--- config.mk ---
export PLATFORM = sky130hd
export DESIGN_NAME = mat_row_fetch
export DESIGN_NICKNAME = d
export VERILOG_FILES = /design/src/rtl/mat_row_fetch_pkg.sv /design/src/rtl/mat_row_fetch.sv
export SDC_FILE = /design/constraint.sdc
export NUM_CORES = 1
export LEC_CHECK = 0
export BUFFER_PORTS_ARGS = -buffer_cell sky130_fd_sc_hd__buf_4
export CORE_AREA = 4 4 119 87
export CTS_CLUSTER_DIAMETER = 60
export CTS_CLUSTER_SIZE = 40
export DETAILED_ROUTE_END_ITERATION = 8
export DIE_AREA = 0 0 123 91
export PLACE_DENSITY_LB_ADDON = 0.15
export SYNTH_ARGS = -nofsm -noshare
export SYNTH_HDL_FRONTEND = slang
export SYNTH_SLANG_ARGS = --single-unit
export TNS_END_PERCENT = 30
--- constraint.sdc ---
create_clock -name clk -period 2.41 [get_ports clk]
set_input_delay 0.6025 -clock clk [delete_from_list [all_inputs] [get_ports clk]]
set_output_delay 0.6025 -clock clk [all_outputs]
set_load 0.02 [all_outputs]
--- src/rtl/mat_row_fetch_pkg.sv ---
// Shared definitions for mat_row_fetch: FSM state encoding, row geometry
// constants and the row-buffer byte selector.
// Latency: n/a (package). Backpressure: n/a.
package mat_row_fetch_pkg;

   localparam int BYTES_PER_ROW = 8;
   localparam int ROW_W         = 64;

   typedef enum logic [2:0] {
      IDLE,
      REQ,
      WAIT_DATA,
      PUSH,
      DONE
   } state_t;

   // Byte k of a row, most significant byte first (k=0 -> bits 63:56).
   function automatic logic [7:0] byte_sel(input logic [ROW_W-1:0] row_buf,
                                           input logic [2:0]       idx);
      return row_buf[ROW_W-1 - 8*int'(idx) -: 8];
   endfunction

endpackage

--- src/rtl/mat_row_fetch.sv ---
// Avalon-MM read master that fetches NUM_ROWS 64-bit matrix rows (one
// outstanding read at a time) and scatters each row, MSB byte first, into
// that row's byte FIFO.
// Latency: one read per row, plus 8 push cycles per row when no FIFO is full.
// Backpressure: honours avm_waitrequest (read/address held) and per-FIFO
// fifo_full (push stalls without loss).
// Ports: clk/reset (sync, active high); start/busy/done/error control;
// avm_* Avalon read master; fifo_wren (one-hot)/fifo_wdata/fifo_full to FIFOs.
module mat_row_fetch
   import mat_row_fetch_pkg::*;
#(
   parameter int          NUM_ROWS  = 8,
   parameter logic [31:0] BASE_ADDR = 32'd0,
   parameter int          TIMEOUT   = 64
) (
   input  logic                clk,
   input  logic                reset,
   input  logic                start,
   output logic                busy,
   output logic                done,
   output logic                error,
   output logic [31:0]         avm_address,
   output logic                avm_read,
   input  logic [ROW_W-1:0]    avm_readdata,
   input  logic                avm_readdatavalid,
   input  logic                avm_waitrequest,
   output logic [NUM_ROWS-1:0] fifo_wren,
   output logic [7:0]          fifo_wdata,
   input  logic [NUM_ROWS-1:0] fifo_full
);

   localparam int RW = (NUM_ROWS > 1) ? $clog2(NUM_ROWS) : 1;
   localparam int TW = $clog2(TIMEOUT) + 1;
   localparam logic [RW-1:0] LAST_ROW  = RW'(NUM_ROWS - 1);
   localparam logic [TW-1:0] TO_LAST   = TW'(TIMEOUT - 1);
   localparam logic [2:0]    LAST_BYTE = 3'(BYTES_PER_ROW - 1);

   state_t           state, state_nxt;
   logic [RW-1:0]    row;
   logic [2:0]       byte_idx;
   logic [TW-1:0]    tcnt;
   logic [ROW_W-1:0] row_buf;
   logic             accept;
   logic             push_wr;

   assign accept = (state == REQ) && avm_read && !avm_waitrequest;

   always_ff @(posedge clk) begin
      if (reset) begin
         state <= IDLE;
      end else begin
         state <= state_nxt;
      end
   end

   always_comb begin
      state_nxt  = state;
      busy       = (state != IDLE);
      done       = 1'b0;
      fifo_wren  = '0;
      fifo_wdata = 8'd0;
      push_wr    = 1'b0;
      case (state)
         IDLE: begin
            if (start) state_nxt = REQ;
         end
         REQ: begin
            if (accept) state_nxt = WAIT_DATA;
         end
         WAIT_DATA: begin
            // Data arriving on the last allowed cycle still wins over timeout.
            if (avm_readdatavalid)   state_nxt = PUSH;
            else if (tcnt == TO_LAST) state_nxt = DONE;
         end
         PUSH: begin
            fifo_wdata = byte_sel(row_buf, byte_idx);
            if (!fifo_full[row]) begin
               fifo_wren[row] = 1'b1;
               push_wr        = 1'b1;
               if (byte_idx == LAST_BYTE) begin
                  state_nxt = (row == LAST_ROW) ? DONE : REQ;
               end
            end
         end
         DONE: begin
            done      = 1'b1;
            state_nxt = IDLE;
         end
         default: state_nxt = IDLE;
      endcase
   end

   always_ff @(posedge clk) begin
      if (reset) begin
         error       <= 1'b0;
         row         <= '0;
         byte_idx    <= 3'd0;
         tcnt        <= '0;
         row_buf     <= '0;
         avm_read    <= 1'b0;
         avm_address <= 32'd0;
      end else begin
         if (state == IDLE && start) begin
            error       <= 1'b0;
            row         <= '0;
            avm_read    <= 1'b1;
            avm_address <= BASE_ADDR;
         end
         if (accept) begin
            avm_read <= 1'b0;
            tcnt     <= '0;
         end
         if (state == WAIT_DATA) begin
            if (avm_readdatavalid) begin
               row_buf  <= avm_readdata;
               byte_idx <= 3'd0;
            end else begin
               tcnt <= tcnt + TW'(1);
               if (tcnt == TO_LAST) error <= 1'b1;
            end
         end
         if (push_wr) begin
            byte_idx <= byte_idx + 3'd1;
            // Address is registered here so it is stable for the whole REQ.
            if (byte_idx == LAST_BYTE && row != LAST_ROW) begin
               row         <= row + RW'(1);
               avm_read    <= 1'b1;
               avm_address <= BASE_ADDR + 32'(row) + 32'd1;
            end
         end
      end
   end

endmodule

==> Word level (Yosys, flattened, before mapping) <==
Index checks and enable logic that the tools add are counted.
{ "totals": {"ff_bits": 114, "in_bits": 77, "elab_cells": 80} }
{ "classes": {"magnitude_cmp": 2, "eq_ne": 13, "n_reduce_logical": 13, "addsub": 5, "n_mux": 38, "shifts": 1} }
{ "op_table": {"columns": ["op", "n"], "rows": [
  ["$mux 32", 3],
  ["$shiftx 71x7->8", 1],
  ["$mux 3", 13],
  ["$mux 8", 3],
  ["$mux 7", 3],
  ["$mux 1", 13],
  ["$pmux 3 s4", 1],
  ["$eq 3x3->1 const B", 3],
  ["$ne 2x2->1 const B", 4],
  ["$add 7x1->7 const B", 1],
  ["$eq 7x6->1 const B", 1],
  ["$sub 6x6->7 const A", 1],
  ["$add 3x1->3 const B", 2],
  ["$eq 3x2->1 const B", 2],
  ["$ne 3x3->1 const B", 2],
  ["$logic_and 1x1->1", 5],
  ["$reduce_and 5->1", 1],
  ["$add 3x1->4 const B", 1],
  ["$lt 3x4->1 const B", 1],
  ["$reduce_and 2->1", 2],
  ["$reduce_bool 2->1", 2],
  ["$bmux 1 s3", 1],
  ["$demux 1 s3", 1],
  ["$eq 3x1->1 const B", 1],
  ["other kinds (4)", 4]
]} }

==> Depth between registers and ports, before layout <==
Gate-level depths: netlist (run 1).
{ "logic_depth": {"word_depth": 6, "ltp_mapped": 7, "depth_no_buf": 6} }

==> Worst setup path before layout (run 1) <==
No wires, ideal clock.
{ "synth_path": {"kind": "input port to output port", "start": "input fifo_full[2]", "end": "output fifo_wren[2]", "slack_ps": -285, "required_ps": 1808, "path_stages": 4, "arrival_ps": 2093, "n_path_buf": 0, "cell_sequence": "nor4bb_1 a31oi_1 nand4_1 nor4b_1"} }
{ "synth_via": {"elab_chain_cells": 4} }
{ "synth_lines": {"columns": ["item", "line", "rtl"], "rows": [
  ["start, declared", "mat_row_fetch.sv:29", "input logic [NUM_ROWS-1:0] fifo_full"],
  ["$bmux 1 s3", "mat_row_fetch.sv:77", "if (!fifo_full[row]) begin"],
  ["$mux 1 (not written as such)", "mat_row_fetch.sv:77", null],
  ["$mux 8", "mat_row_fetch.sv:77", null],
  ["$mux 8", "mat_row_fetch.sv:63", "case (state)"],
  ["end, declared", "mat_row_fetch.sv:27", "output logic [NUM_ROWS-1:0] fifo_wren,"]
]} }
Every way passes these cells. The select of a mux whose other input is x is not followed.

==> Final worst setup path (run 1) <==
{ "layout_path": {"start": "register row[0]", "end": "output fifo_wren[1]"} }
{ "layout_via": {"elab_chain_cells": 6, "word_cells_on_any_way": 9, "cone_classes": "order compare (2); mux (6); reduce/logical (1)"} }
{ "layout_lines": {"columns": ["item", "line", "rtl"], "rows": [
  ["start, declared", "mat_row_fetch.sv:39", "logic [RW-1:0] row;"],
  ["start signal, assigned", "mat_row_fetch.sv:126", "row <= row + RW'(1);"],
  ["$lt 3x4->1 (not written as such) / $ge 3x1->1 (equally long branches)", "mat_row_fetch.sv:78", "fifo_wren[row] = 1'b1;"],
  ["$logic_and 1x1->1 (not written as such)", "mat_row_fetch.sv:78", null],
  ["$mux 1 (not written as such)", "mat_row_fetch.sv:78", null],
  ["$demux 1 s3", "mat_row_fetch.sv:78", null],
  ["$mux 8 *", "mat_row_fetch.sv:77", null],
  ["$mux 8 *", "mat_row_fetch.sv:63", null]
]} }
Every way passes the cells marked *; elsewhere a longest branch is shown, timed or not. The select of a mux whose other input is x is not followed.

==> results of run 1 <==
[power by group through the flow]
stage	Sequential [uW]	Clock, uW	Combinational (uW)
detailed placement	2160	0	872
global route	2140	2850	1010
floorplan	2120	0	598
global placement	2150	0	853
CTS	2130	2770	911
finish	2130	2740	920
[layer usage]
| metal | vias to the layer above | share of wire, % |
|---|---|---|
| met5 | - | 0 |
| met4 | 0 | 1.5 |
| met3 | 21 | 5.0 |
| met2 | 124 | 49 |
| met1 | 2029 | 44 |
| li1 | 2073 | - |
[area by class of cell]
| class | count | share of cell area, % |
|---|---|---|
| repair buffers | 163 | 19.8 |
| multi-input cells | 368 | 33.8 |
| clock inverters | 9 | 2.63 |
| well taps | 124 | 2.31 |
| flip-flops and latches | 114 | 34.3 |
| clock buffers | 23 | 7.13 |
| inverters | 2 | 0.112 |
[cell usage after synthesis, drive strengths merged (3+ instances only)]
cell	count	share of area (%)
nor2	13	1.0
clkbuf	21	1.7
a21oi	81	8.6
buf	18	2.3
or3	4	0.53
nand3	15	1.6
mux2i	11	2.3
nand3b	3	0.48
dfxtp	114	49
nor3	14	1.7
mux4	16	7.7
nand2b	4	0.69
nand2	139	11
ha	5	1.3
nand4	4	0.53
and2	28	3.7
[worst register-to-register path: stages, from the launching register on]
cell and delay [ns]:
dfxtp_4 0.37, buf_4 0.14, ha_1 0.20, ha_1 0.23, nor3b_1 0.28, and4_4 0.32
nor3_4 0.05, buf_4 0.21, and2_1 0.19
[worst max path at each step]
| stage | end | slack (ns) | cells after the start |
|---|---|---|---|
| after floorplan | fifo_wren[3] | -0.03 | 4 |
| after global placement | fifo_wren[2] | 0.02 | 6 |
| after detailed placement | fifo_wren[2] | -0.07 | 6 |
| after CTS | fifo_wdata[0] | -0.08 | 5 |
| after global routing | fifo_wren[2] | -0.24 | 6 |
| final | fifo_wren[1] | -0.07 | 7 |
[per-stage QoR]
step	hold WS, ns	setup WS (ns)	utilization (%)	instance area (sq um)	TNS, ns
floorplan	0.433	-0.0345	-	4690	-0.168
CTS	0.433	-0.0787	73.4	6640	-0.375
detailed placement	0.445	-0.0740	64.4	5810	-0.0740
finish	0.442	-0.0711	74.2	6710	-0.317
global route	0.451	-0.236	74.2	6710	-1.60
global placement	0.441	0.0248	64.4	5810	0
[timing repair]
item	CTS	global route
endpoints found under the setup margin	16	16
cloned	1	0
setup buffers	14	3
gates resized for setup	14	11
pin swaps	2	2
[registers in the layout, summed over array words and instances, names as in the netlist]
name,flops
row_buf,64
avm_address,32
tcnt,7
byte_idx,3
row,3
state,3
avm_read,1
error,1
[kinds of logic after synthesis]
| logic type | synth area share (%) |
|---|---|
| simple gates | 24.9 |
| flops | 48.7 |
| buf+inv | 4.16 |
| compound gates | 10.4 |
| mux | 10.0 |
| fa+ha+maj | 1.33 |
| xor+xnor | 0.561 |
==> flow_results.org, run 1 <==
** Placement
- Total instance count after detailed placement :: 753
- Port bufs :: 128
- The congestion estimate from routability-driven global placement came to 0.827.
- Half-perimeter wire length after detailed placement :: around 8.5 mm

** Final layout
- Total area of sequential cells :: roughly 2300 sq um
- The finished layout holds around 800 standard cells, fillers aside.
- Most common cell after layout, fill and taps aside :: buf_4
- After the last flow step, the layout net total stands at between 700 and 800.
- Commonest cells after routing, fill and taps aside :: 152 x buf_4, 139 x nand2_1, 108 x dfxtp_1, 81 x a21oi_1, 28 x and2_1
- Fill cell instance count of the final layout :: ~630
- Area growth from synthesis to final layout :: 43.1%
- Antenna diode count :: 0
- Combined area of the multi-input logic cells :: around 2300 sq um
- Layout cells sized above 1 :: about a third

** Logic synthesis
- The synthesized design contains 0 enable-type register cells.
- Counting flops with an async set or reset pin after synthesis yields a share of 0%.
- After technology mapping, the gate count stands at ~520.
- Warnings from Yosys :: 0
- Counting every net in the synthesized netlist gives around 610.
- Area of the mapped netlist :: about 4700 sq um
- Commonest register cell after synthesis :: dfxtp_1
- Yosys mapped the design onto 45 distinct sky130hd cell types.
- Averaged over all synthesized cells, the footprint is ~9 sq um.
- Counting flops and latches in the post-synthesis netlist gives 114.
- Seq/Total Area, Yosys :: between 40% and 50%

** Hold path
- In this run the most critical hold path is launched from avm_readdata[46].
- Worst Hold Class :: in -> reg
- Counting instances, the worst hold path has a depth of 3.
- The worst hold path terminates at row_buf[46].

** Drt
- After detailed routing, the average wire length per cell comes to ~16 um.
- In this run the remaining antenna-violating nets after routing total 0.
- Number of vias per cell :: 5.29
- DRC violations left :: 0
- For this block, the initial DRC count from the detailed router was about 290.
- Wires add up to between 10 and 15 mm.
- The detailed router placed approximately 4,200 vias in this run.
- Count of TritonRoute iterations in the first routing pass :: 5

** CTS
- Deepest clock path buffer count :: 2
- The H-tree was split into 4 levels.
- Total clock buffers created by CTS :: 17
- The tree built by TritonCTS fans out to approximately 110 sinks.
- TritonCTS built the clock tree.
- Clock-pin slew reported for the worst setup and hold paths after clock tree synthesis :: approximately 0.050 ns
- Root cell of the clock tree :: clkbuf_16
- Clock latency on the worst-skew pair, taken at its later pin, is about 0.41 ns.
- For this design, the CTS-stage hold fixing added 0 buffers.

** Outcome
- The checks that failed: setup timing.
- Run status :: complete, but fails checks

** Worst setup path
- Endpoint arrival time on the critical path :: between 1.5 and 2 ns
- Maximum cell stage delay along the critical path :: a little under 0.4 ns
- On the critical path, the stage with the largest delay is an instance of dfxtp_4.
- Crit path buf inv count :: 3
- R2r setup slk :: around 0.3 ns
- Of all nets on the critical path, the largest fanout is 8.
- The worst register-to-register path ends at avm_address[4].
- Traced cell by cell, the critical path runs through buf_4 -> nand2_1 -> o22a_2 -> buf_4 -> and4_4 -> and3_4 -> buf_6.
- Critical path type :: reg -> out
- STA classifies the critical path startpoint as a flop.
- Critical register-to-register path startpoint :: row[0]
- In this design, the largest share of critical-path delay is due to simple AND/OR/NAND/NOR gates.
- The number of cells on the worst reg-to-reg path is 8.
- Critical path data required time :: roughly 1.8 ns
- STA classifies the critical path endpoint as a primary output.
- The most critical setup path has its startpoint at row[0].
- The cell that appears most often on the critical path is buf_4.

** Power and ir drop
- Total chip power :: 5800 uW
- The clock network is responsible for 47.4% of the overall power.
- The analysis attributes to net switching a power of ~1400 uW.
- For this design the ratio of total power to cell area is between 800 and 900 nW/um^2.
- Summed over all cells, the static leakage comes to approximately 0.0026 uW.
- Net switching is about a quarter of the power.
- Of the total power, combinational logic draws between 10% and 20%.
- Sequential group share of total power :: between 30% and 40%
- Internal portion of total power :: between 4000 and 5000 uW
- Maximum resistive drop on vdd :: between 0.0005 and 0.0006 V

** Global routing
- All-layer global routing usage :: 23.3%
- For this run, global-route usage on met1 was measured as a little over 30%.
- The total overflow left after global routing is 0.
- met2 is the most crowded layer.
- The initial antenna violation count is 0.
- Maximum number of pins on one net before global-route repair :: 75
- The first global-routing pass estimated 20.8 mm of wire.
- Via count of the first global-routing pass :: approximately 4,300
- Met3 Resource Use GR :: about 5.5%
- For met2 alone, demand over resource in global routing was ~38%.

** Die
- # rows :: 29
- Chip Width :: 123 um
- Die extent in y :: 91 um
- 129 I/O pins were placed.
- After floorplanning, the core was sized to cover around 9000 sq um.
- The initial utilization of the core area, before any placement, comes to between 50 and 60%.
- The die covers approximately 11,000 sq um.

** Timing
- Setup repair after global routing could not meet its margin everywhere.
- Post-route setup slack :: -0.0711 ns
- At the pin with the least slew margin, the transition time is roughly 0.58 ns.
- Setup violations remaining at the end of the flow were counted as 8.
- The max-slew violation total from the final report is 0.
- The worst pin sits at a relative slew slack of between 60% and 70%.
- Share of the cycle needed by the critical path after routing :: 103%
- Clock Skew :: around 0.0074 ns
- The smallest clock period supported by the final layout is computed as 2.48 ns.
- The final hold violation count was 0.
- For this run, the top clock speed supported by timing is 403 MHz.

** Flow run
- The tool flagged a number of max-cap violations equal to 0.
Note: power is estimated with default switching activity, not from simulation.
==> run 2: changes to the inputs <==
==> constraint.sdc (replaced) <==
create_clock -name clk -period 2.41 [get_ports clk]
set_input_delay 0.482 -clock clk [delete_from_list [all_inputs] [get_ports clk]]
set_output_delay 0.482 -clock clk [all_outputs]
set_load 0.02 [all_outputs]
==> run 2 against run 1 <==
  * The run still ends with setup timing left
  * Clock power shrank 11%
  * Sequential share of layout area grew 1.2 points
  * Global-route usage shrank 0.62 points
  * Utilization shrank 2.5 points
  * Register-to-register slack lost 0.19 ns
  * First-iteration DRC count grew 18%
  * Non-clock buffer count shrank 12
  * Worst setup slack gained 0.060 ns
==> flow_results.org, run 2 (synthesis results as in run 1) <==
** Outcome
- The flow ran to the end, but the final reports show violations.
- Violated checks :: setup timing

** Placement
- GPL Wtd Cong :: 0.851 (+2.9%)
- The post-placement worst setup slack came to 0.0794 ns (+0.153 ns).
- Port bufs :: 128 (unchanged)
- The sum of net half-perimeters after detailed placement is 8.65 mm (+1.3%).
- The placed cell area is 5770 sq um (-0.82%).

** Die
- Initial standard-cell utilization of the core :: 51.9% (unchanged)
- Die extent in y :: 91 um (unchanged)
- The top-level I/O count was 129 (unchanged).
- Area of the core :: 9030 sq um (unchanged)
- # rows :: 29 (unchanged)
- Chip Width :: 123 um (unchanged)
- Area of the die :: 11,200 sq um (unchanged)

** Timing
- Total negative slack for setup checks :: -0.0192 ns (+0.298 ns)
- The final hold violation count was 0 (unchanged).
- The final critical-path required period came to 2.42 ns (-0.0602 ns).
- Share of the cycle needed by the critical path after routing :: 100% (-2.5 points)
- Slew headroom :: 58.7% (-2.5 points)
- The slew at the pin closest to its max-slew limit is 0.615 ns (+0.0372 ns).
- Final slew viol count :: 0 (unchanged)
- Setup repair after global routing could not meet its margin everywhere.
- The maximum frequency from static timing analysis is 413 MHz (+2.5%).
- Clock Skew :: 0.00570 ns (-0.00172 ns)
- Final setup violation count :: 2 (-6)
- Post-route setup slack :: -0.0109 ns (+0.0602 ns)
- Worst hold slack :: 0.325 ns (-0.117 ns)

** Worst setup path
- The highest net fanout along the worst path came to 10 (+2).
- CP Launch Type :: flop
- Critical path data required time :: 1.93 ns (+0.12 ns)
- The number of buffers and inverters on the critical path was 2 (-1).
- The data arrival time of the critical path came to 1.94 ns (+0.06 ns).
- Max stage delay cell, worst path :: dfxtp_4
- Critical path type :: reg -> out
- Maximum cell stage delay along the critical path :: 0.39 ns (about the same)
- The cell that appears most often on the critical path is buf_4.
- Endpoint kind of the worst setup timing path :: primary output
- Critical-path cell list :: nor4bb_2 -> a31oi_1 -> buf_4 -> and4_2 -> and3_1 -> buf_4
- Critical path's top delay family :: simple AND/OR/NAND/NOR gates

** Power and ir drop
- The sequential share of power is 39.1% (+2.3 points).
- The leakage power is 0.00255 uW (-3.8%).
- Combinational power share :: 15.8% (about the same)
- Maximum resistive drop on vdd :: 0.000525 V (-0.76%)
- Power Density :: 839 nW/um^2 (-2.9%)
- The switching power summed over all nets is 1420 uW (-1.7%).
- The fraction of power spent switching nets came to 26.2% (+1.2 points).
- Share of power burned in the clock network :: 45.0% (-2.4 points)
- The internal power component is 4020 uW (-7.6%).

** Global routing
- Global-route wire length before repair :: 20.1 mm (-3.7%)
- The total routing usage reported by global routing came to 22.7% (-0.62 points).
- Global route overflow :: 0 (unchanged)
- The maximum number of pins on one net before global-route repair is 68 (-9.3%).
- The via count of the first global-routing pass is 4,115 (-3.9%).
- Initial antenna violation count :: 0 (unchanged)

** Final layout
- The multi-input gate area in the final layout came to 2250 sq um (-0.66%).
- The finished layout cell area came to 6480 sq um (-3.4%).
- Area growth from synthesis to final layout :: 38.3%
- The flip-flop count of the largest register after layout came to 64 (unchanged).
- Leaving out fill and tap cells, the most frequent cell in the layout is buf_4.
- The footprint of the flip-flops and latches was 2300 sq um (-0.11%).
- The largest registers in the layout are row_buf: 64 flops, avm_address: 32 flops, tcnt: 7 flops.
- Commonest cells after routing, fill and taps aside :: 144 x buf_4, 139 x nand2_1, 108 x dfxtp_1, 81 x a21oi_1, 28 x and2_1
- row_buf holds more flip-flops than any other register.
- Fill cell instance count of the final layout :: 666 (+5.2%)
- Antenna diode count :: 0 (unchanged)
- The share of cells above drive strength 1 is 32.5% (-1.6 points).
- Nets@finish :: 736 (-1.6%)

** Drt
- Wire length per cell :: 15.9 um (-2.5%)
- Number of vias per cell :: 5.33 (+0.82%)
- The number of nets with antenna violations after routing came to 0 (unchanged).
- The total detailed-routing wirelength is 12.6 mm (-3.9%).
- The violation count after the first detailed-routing iteration is 345 (+18%).
- DR vias :: 4,218 (-0.68%)
- The count of unresolved DRC violations after routing was 0 (unchanged).
- Count of TritonRoute iterations in the first routing pass :: 5 (unchanged)

** CTS
- TritonCTS built the clock tree.
- The tree is rooted in a clkbuf_16.
- The clock transition time at the flip-flop clock pins of the worst setup and hold paths was 0.05 ns (about the same).
- H-tree levels :: 4 (unchanged)
- The clock buffer count from CTS is 17 (unchanged).
- The sink count of the clock tree is 114 (unchanged).
- The number of buffers on the longest clock path came to 2 (unchanged).
- Clk_lat worst skew :: 0.40 ns (about the same)

** Flow run
- Max-cap violations :: 0 (unchanged)

** Hold path
- The worst hold path belongs to the class in -> reg.
run 2: cell types whose count changed in the layout (fill, tap and decap cells not counted), moves of 2 or more:
cell	before	now
a31oi_2	2	0
and3_1	0	2
and3_4	2	0
buf_12	5	3
buf_4	152	144
buf_6	5	3
bufinv_16	5	2
clkinv_2	2	4
nor3_1	9	13
nor3_2	4	0
run 2: power groups by stage:
stage                     clock network [uW]  logic, uW  registers [uW]
after detailed placement                   0        839            2160
final                                   2450        862            2130
after global routing                    2580        945            2140
after CTS                               2480        853            2120
after floorplan                            0        598            2120
after global placement                     0        820            2150
run 2: timing repair:
action / CTS / global route
endpoints found under the setup margin: 14 / 12
resized for setup: 12 / 6
pin swaps: 1 / 2
setup buffers: 1 / 8
hold buffers: 0 / 0
run 2: worst paths after layout:
kind | start | to | slack (ns) | cells past startpoint
worst min-delay path | avm_readdata[45] | row_buf[45] | 0.32 | 3
worst min register to register | row_buf[49] | row_buf[49] | 0.45 | 2
worst max-delay path | row[2] | fifo_wren[1] | -0.01 | 6
worst max register to register | row[0] | avm_address[29] | 0.11 | 10
run 2: cell type report:
cell class              count  area share, %
well taps                 124           2.39
flip-flops and latches    114           35.4
inverters                   2          0.116
repair buffers            151           18.2
multi-input cells         368           34.7
clock buffers              23           7.53
clock inverters             9           1.60
run 2: layer usage:
layer | track usage, % | wire, um
met1 | 30.2 | 5590
met2 | 35.7 | 5960
met3 | 6.46 | 842
met4 | 7.56 | 199
met5 | 0 | 0
run 2: worst min-delay path: cells and delay by family:
family                 cells  cell delay [ns]
AO/OA/AOI/OAI              1             0.05
buffers and inverters      1             0.11
AND/OR/NAND/NOR            1             0.04
run 2: per-stage QoR:
stage,total power [uW],cells,util [%]
6_report,5440,791,71.7
5_1_grt,5670,791,71.7
4_1_cts,5460,783,70.9
3_5_place_dp,3000,750,63.8
3_3_place_gp,2970,750,63.8
2_1_floorplan,2710,523,-
==> run 3: changes to the inputs <==
--- a/config.mk
+++ b/config.mk
@@ -6,11 +6,11 @@
 export NUM_CORES = 1
 export LEC_CHECK = 0
 export BUFFER_PORTS_ARGS = -buffer_cell sky130_fd_sc_hd__buf_4
-export CORE_AREA = 4 4 119 87
+export CORE_AREA = 4 4 169 122
 export CTS_CLUSTER_DIAMETER = 60
 export CTS_CLUSTER_SIZE = 40
 export DETAILED_ROUTE_END_ITERATION = 8
-export DIE_AREA = 0 0 123 91
+export DIE_AREA = 0 0 173 126
 export PLACE_DENSITY_LB_ADDON = 0.15
 export SYNTH_ARGS = -nofsm -noshare
 export SYNTH_HDL_FRONTEND = slang
==> run 3 against run 2 <==
  * Die area up 95%
  * Global-route usage decreased by 9.9 points
  * Worst hold slack got worse by 0.0063 ns
  * First-iteration DRC count down 50%
  * Wire length is 10% higher
  * The run now ends clean
  * Utilization fell by 36 points
  * Cell count is 16% higher
  * Worst setup slack better by 0.050 ns
  * Critical endpoint is now fifo_wren[2]
  * Non-clock buffer count rose by 7
  * Via count down 2.8%
  * Highest routed layer unchanged
==> flow_results.org, run 3 (synthesis results as in run 1) <==
** CTS
- The clock transition time at the flip-flop clock pins of the worst setup and hold paths is 0.05 ns (about the same).
- Total clock buffers created by CTS :: 17 (unchanged)
- Clk_lat worst skew :: 0.41 ns (about the same)
- The number of buffers on the longest clock path was 2 (unchanged).
- Root cell of the clock tree :: clkbuf_16
- TritonCTS built the clock tree.
- Number of clock sinks :: 114 (unchanged)
- H-tree levels :: 4 (unchanged)
- Post-CTS Hold Fix Bufs :: 0 (unchanged)

** Timing
- Final slew viol count :: 0 (unchanged)
- The relative slew slack came to 62.9% (+4.2 points).
- Clock Skew :: 0.0121 ns (+0.00644 ns)
- Share of the cycle needed by the critical path after routing :: 98.4% (-2.1 points)
- The final hold violation count is 0 (unchanged).
- Maximum clock frequency :: 422 MHz (+2.1%)
- Min cycle time layout :: 2.37 ns (-0.0503 ns)
- The total setup violations reported at the end of the flow was 0 (-2).
- Total negative slack for setup checks :: 0 ns (+0.0192 ns)
- The worst hold-check slack is 0.318 ns (-0.00634 ns).
- The slew at the pin closest to its max-slew limit was 0.552 ns (-0.0627 ns).
- Setup repair after global routing could not meet its margin everywhere.

** Worst setup path
- The data arrival time of the critical path came to 1.89 ns (-0.05 ns).
- Critical path data required time :: 1.93 ns (about the same)
- The worst setup path is launched from a flop.
- Endpoint kind of the worst setup timing path :: primary output
- Top fanout value on the critical path :: 7 (-3)
- The critical path in this run is classified as reg -> out.
- The depth of the worst register-to-register path was 8 (-2).

** Final layout
- The final core area utilization was 35.5% (-36 points).
- Layout cells sized above 1 :: 33.5% (+1.0 points)
- Nets@finish :: 743 (+0.95%)
- The largest registers in the layout are row_buf: 64 flops, avm_address: 32 flops, tcnt: 7 flops.
- Top register by number of flip-flops :: row_buf
- Number of flip-flops in the largest register :: 64 (unchanged)
- Total area of sequential cells :: 2300 sq um (+0.11%)
- Commonest cells after routing, fill and taps aside :: 150 x buf_4, 139 x nand2_1, 108 x dfxtp_1, 81 x a21oi_1, 28 x and2_1
- The library cell used most frequently in the layout, excluding fill and tap cells, is buf_4.
- Fill cell instance count of the final layout :: 1,984 (+200%)
- The multi-input gate area in the final layout was 2250 sq um (about the same).
- From synthesis to final layout, the design area changed by 42.6%.
- The finished layout cell area was 6690 sq um (+3.1%).
- The count of inserted antenna diode cells came to 0 (unchanged).

** Power and ir drop
- The power per standard cell area was 806 nW/um^2 (-3.9%).
- The leakage power came to 0.00257 uW (+0.69%).
- The power after layout is 5390 uW (-0.91%).
- Maximum resistive drop on vdd :: 0.000380 V (-28%)

** Outcome
- The flow ran to the end, and the final reports show no timing, DRC or antenna violations.

** Placement
- The placer congestion estimate came to 0.829 (-2.6%).
- Half-perimeter wire length after detailed placement :: 9.74 mm (+13%)
- Area after DPL :: 5940 sq um (+3.1%)
- Port bufs :: 128 (unchanged)

** Drt
- Routed Wire Length :: 13.9 mm (+10%)
- The average wire per cell in the routed design came to 15.2 um (-4.8%).
- DR vias :: 4,100 (-2.8%)
- Count of TritonRoute iterations in the first routing pass :: 4 (-1)
- Drt first-iter violations :: 172 (-50%)
- The number of nets with antenna violations after routing was 0 (unchanged).
- The detailed-route vias per instance came to 4.48 (-16%).
- The count of unresolved DRC violations after routing was 0 (unchanged).

** Die
- The initial standard-cell utilization of the core came to 24.9% (-27 points).
- Chip Width :: 173 um (+41%)
- The top-level I/O count was 129 (unchanged).
- The site row count is 42 (+45%).
- Area of the die :: 21,800 sq um (+95%)
- Area of the core :: 18,800 sq um (+110%)
- The die boundary height came to 126 um (+38%).

** Global routing
- The total routing usage reported by global routing came to 12.8% (-9.9 points).
- The via count of the first global-routing pass was 3,978 (-3.3%).
- The wire length of the first global-routing pass came to 22.0 mm (+9.6%).
- The total global routing overflow was 0 (unchanged).
- The initial antenna violation count was 0 (unchanged).
- The maximum number of pins on one net before global-route repair is 87 (+28%).

** Flow run
- The max-capacitance violation count came to 0 (unchanged).

** Hold path
- The tightest min-delay check is of the in -> reg type.
- The count of cells along the worst hold path was 3 (unchanged).
==> run 3: cell count changes in the layout (fill, tap and decap cells not counted), sizes merged <==
cell,before,now
clkinvlp,2,5
bufinv,2,1
inv,2,3
buf,150,158
clkbuf,24,20
==> run 3: area by class of cell <==
cell class	count	share of cell area, %
Multi-Input combinational cell	368	33.7
Tap cell	242	4.53
Clock inverter	12	1.63
Sequential cell	114	34.4
Inverter	2	0.112
Timing Repair Buffer	158	18.8
Clock buffer	20	6.83
==> run 3: worst max-delay path: stages, from the launching register on <==
cell	delay [ns]
dfxtp_4	0.39
and4b_1	0.21
a31oi_2	0.16
nand4_1	0.16
buf_6	0.17
nor4b_4	0.21
buf_4	0.18
==> run 3: metrics by stage <==
stage,worst slack [ns],std cells
5_1_grt,-0.111,916
2_1_floorplan,0.174,523
3_3_place_gp,0.252,872
4_1_cts,0.00209,911
3_5_place_dp,0.160,872
6_report,0.0394,916
==> run 3: what timing repair did <==
action | CTS | global route
endpoints found under the setup margin | 16 | 15
pin swaps | 2 | 3
gates resized for setup | 12 | 13
buffers inserted | 7 | 5
==> run 3: final timing paths <==
kind | start | end | slack, ns
hold / removal | avm_readdata[37] | row_buf[37] | 0.32
setup reg to reg | row[0] | avm_address[21] | 0.35
setup / recovery | row[0] | fifo_wren[2] | 0.04
hold reg to reg | row_buf[34] | row_buf[34] | 0.45
==> run 3: layer usage <==
layer	global-route usage, %	up-vias	share of wire, %
li1	-	2072	-
met1	18.3	1904	51
met2	18.3	112	43
met3	4.37	12	5.2
met4	3.38	0	0.74
met5	0	-	0
==> run 3: report_power, final <==
group / switching [uW] / total, uW / internal, uW
combinational: 522 / 920 / 398
clock: 893 / 2360 / 1470
sequential: 90.8 / 2110 / 2020
total: 1510 / 5390 / 3880
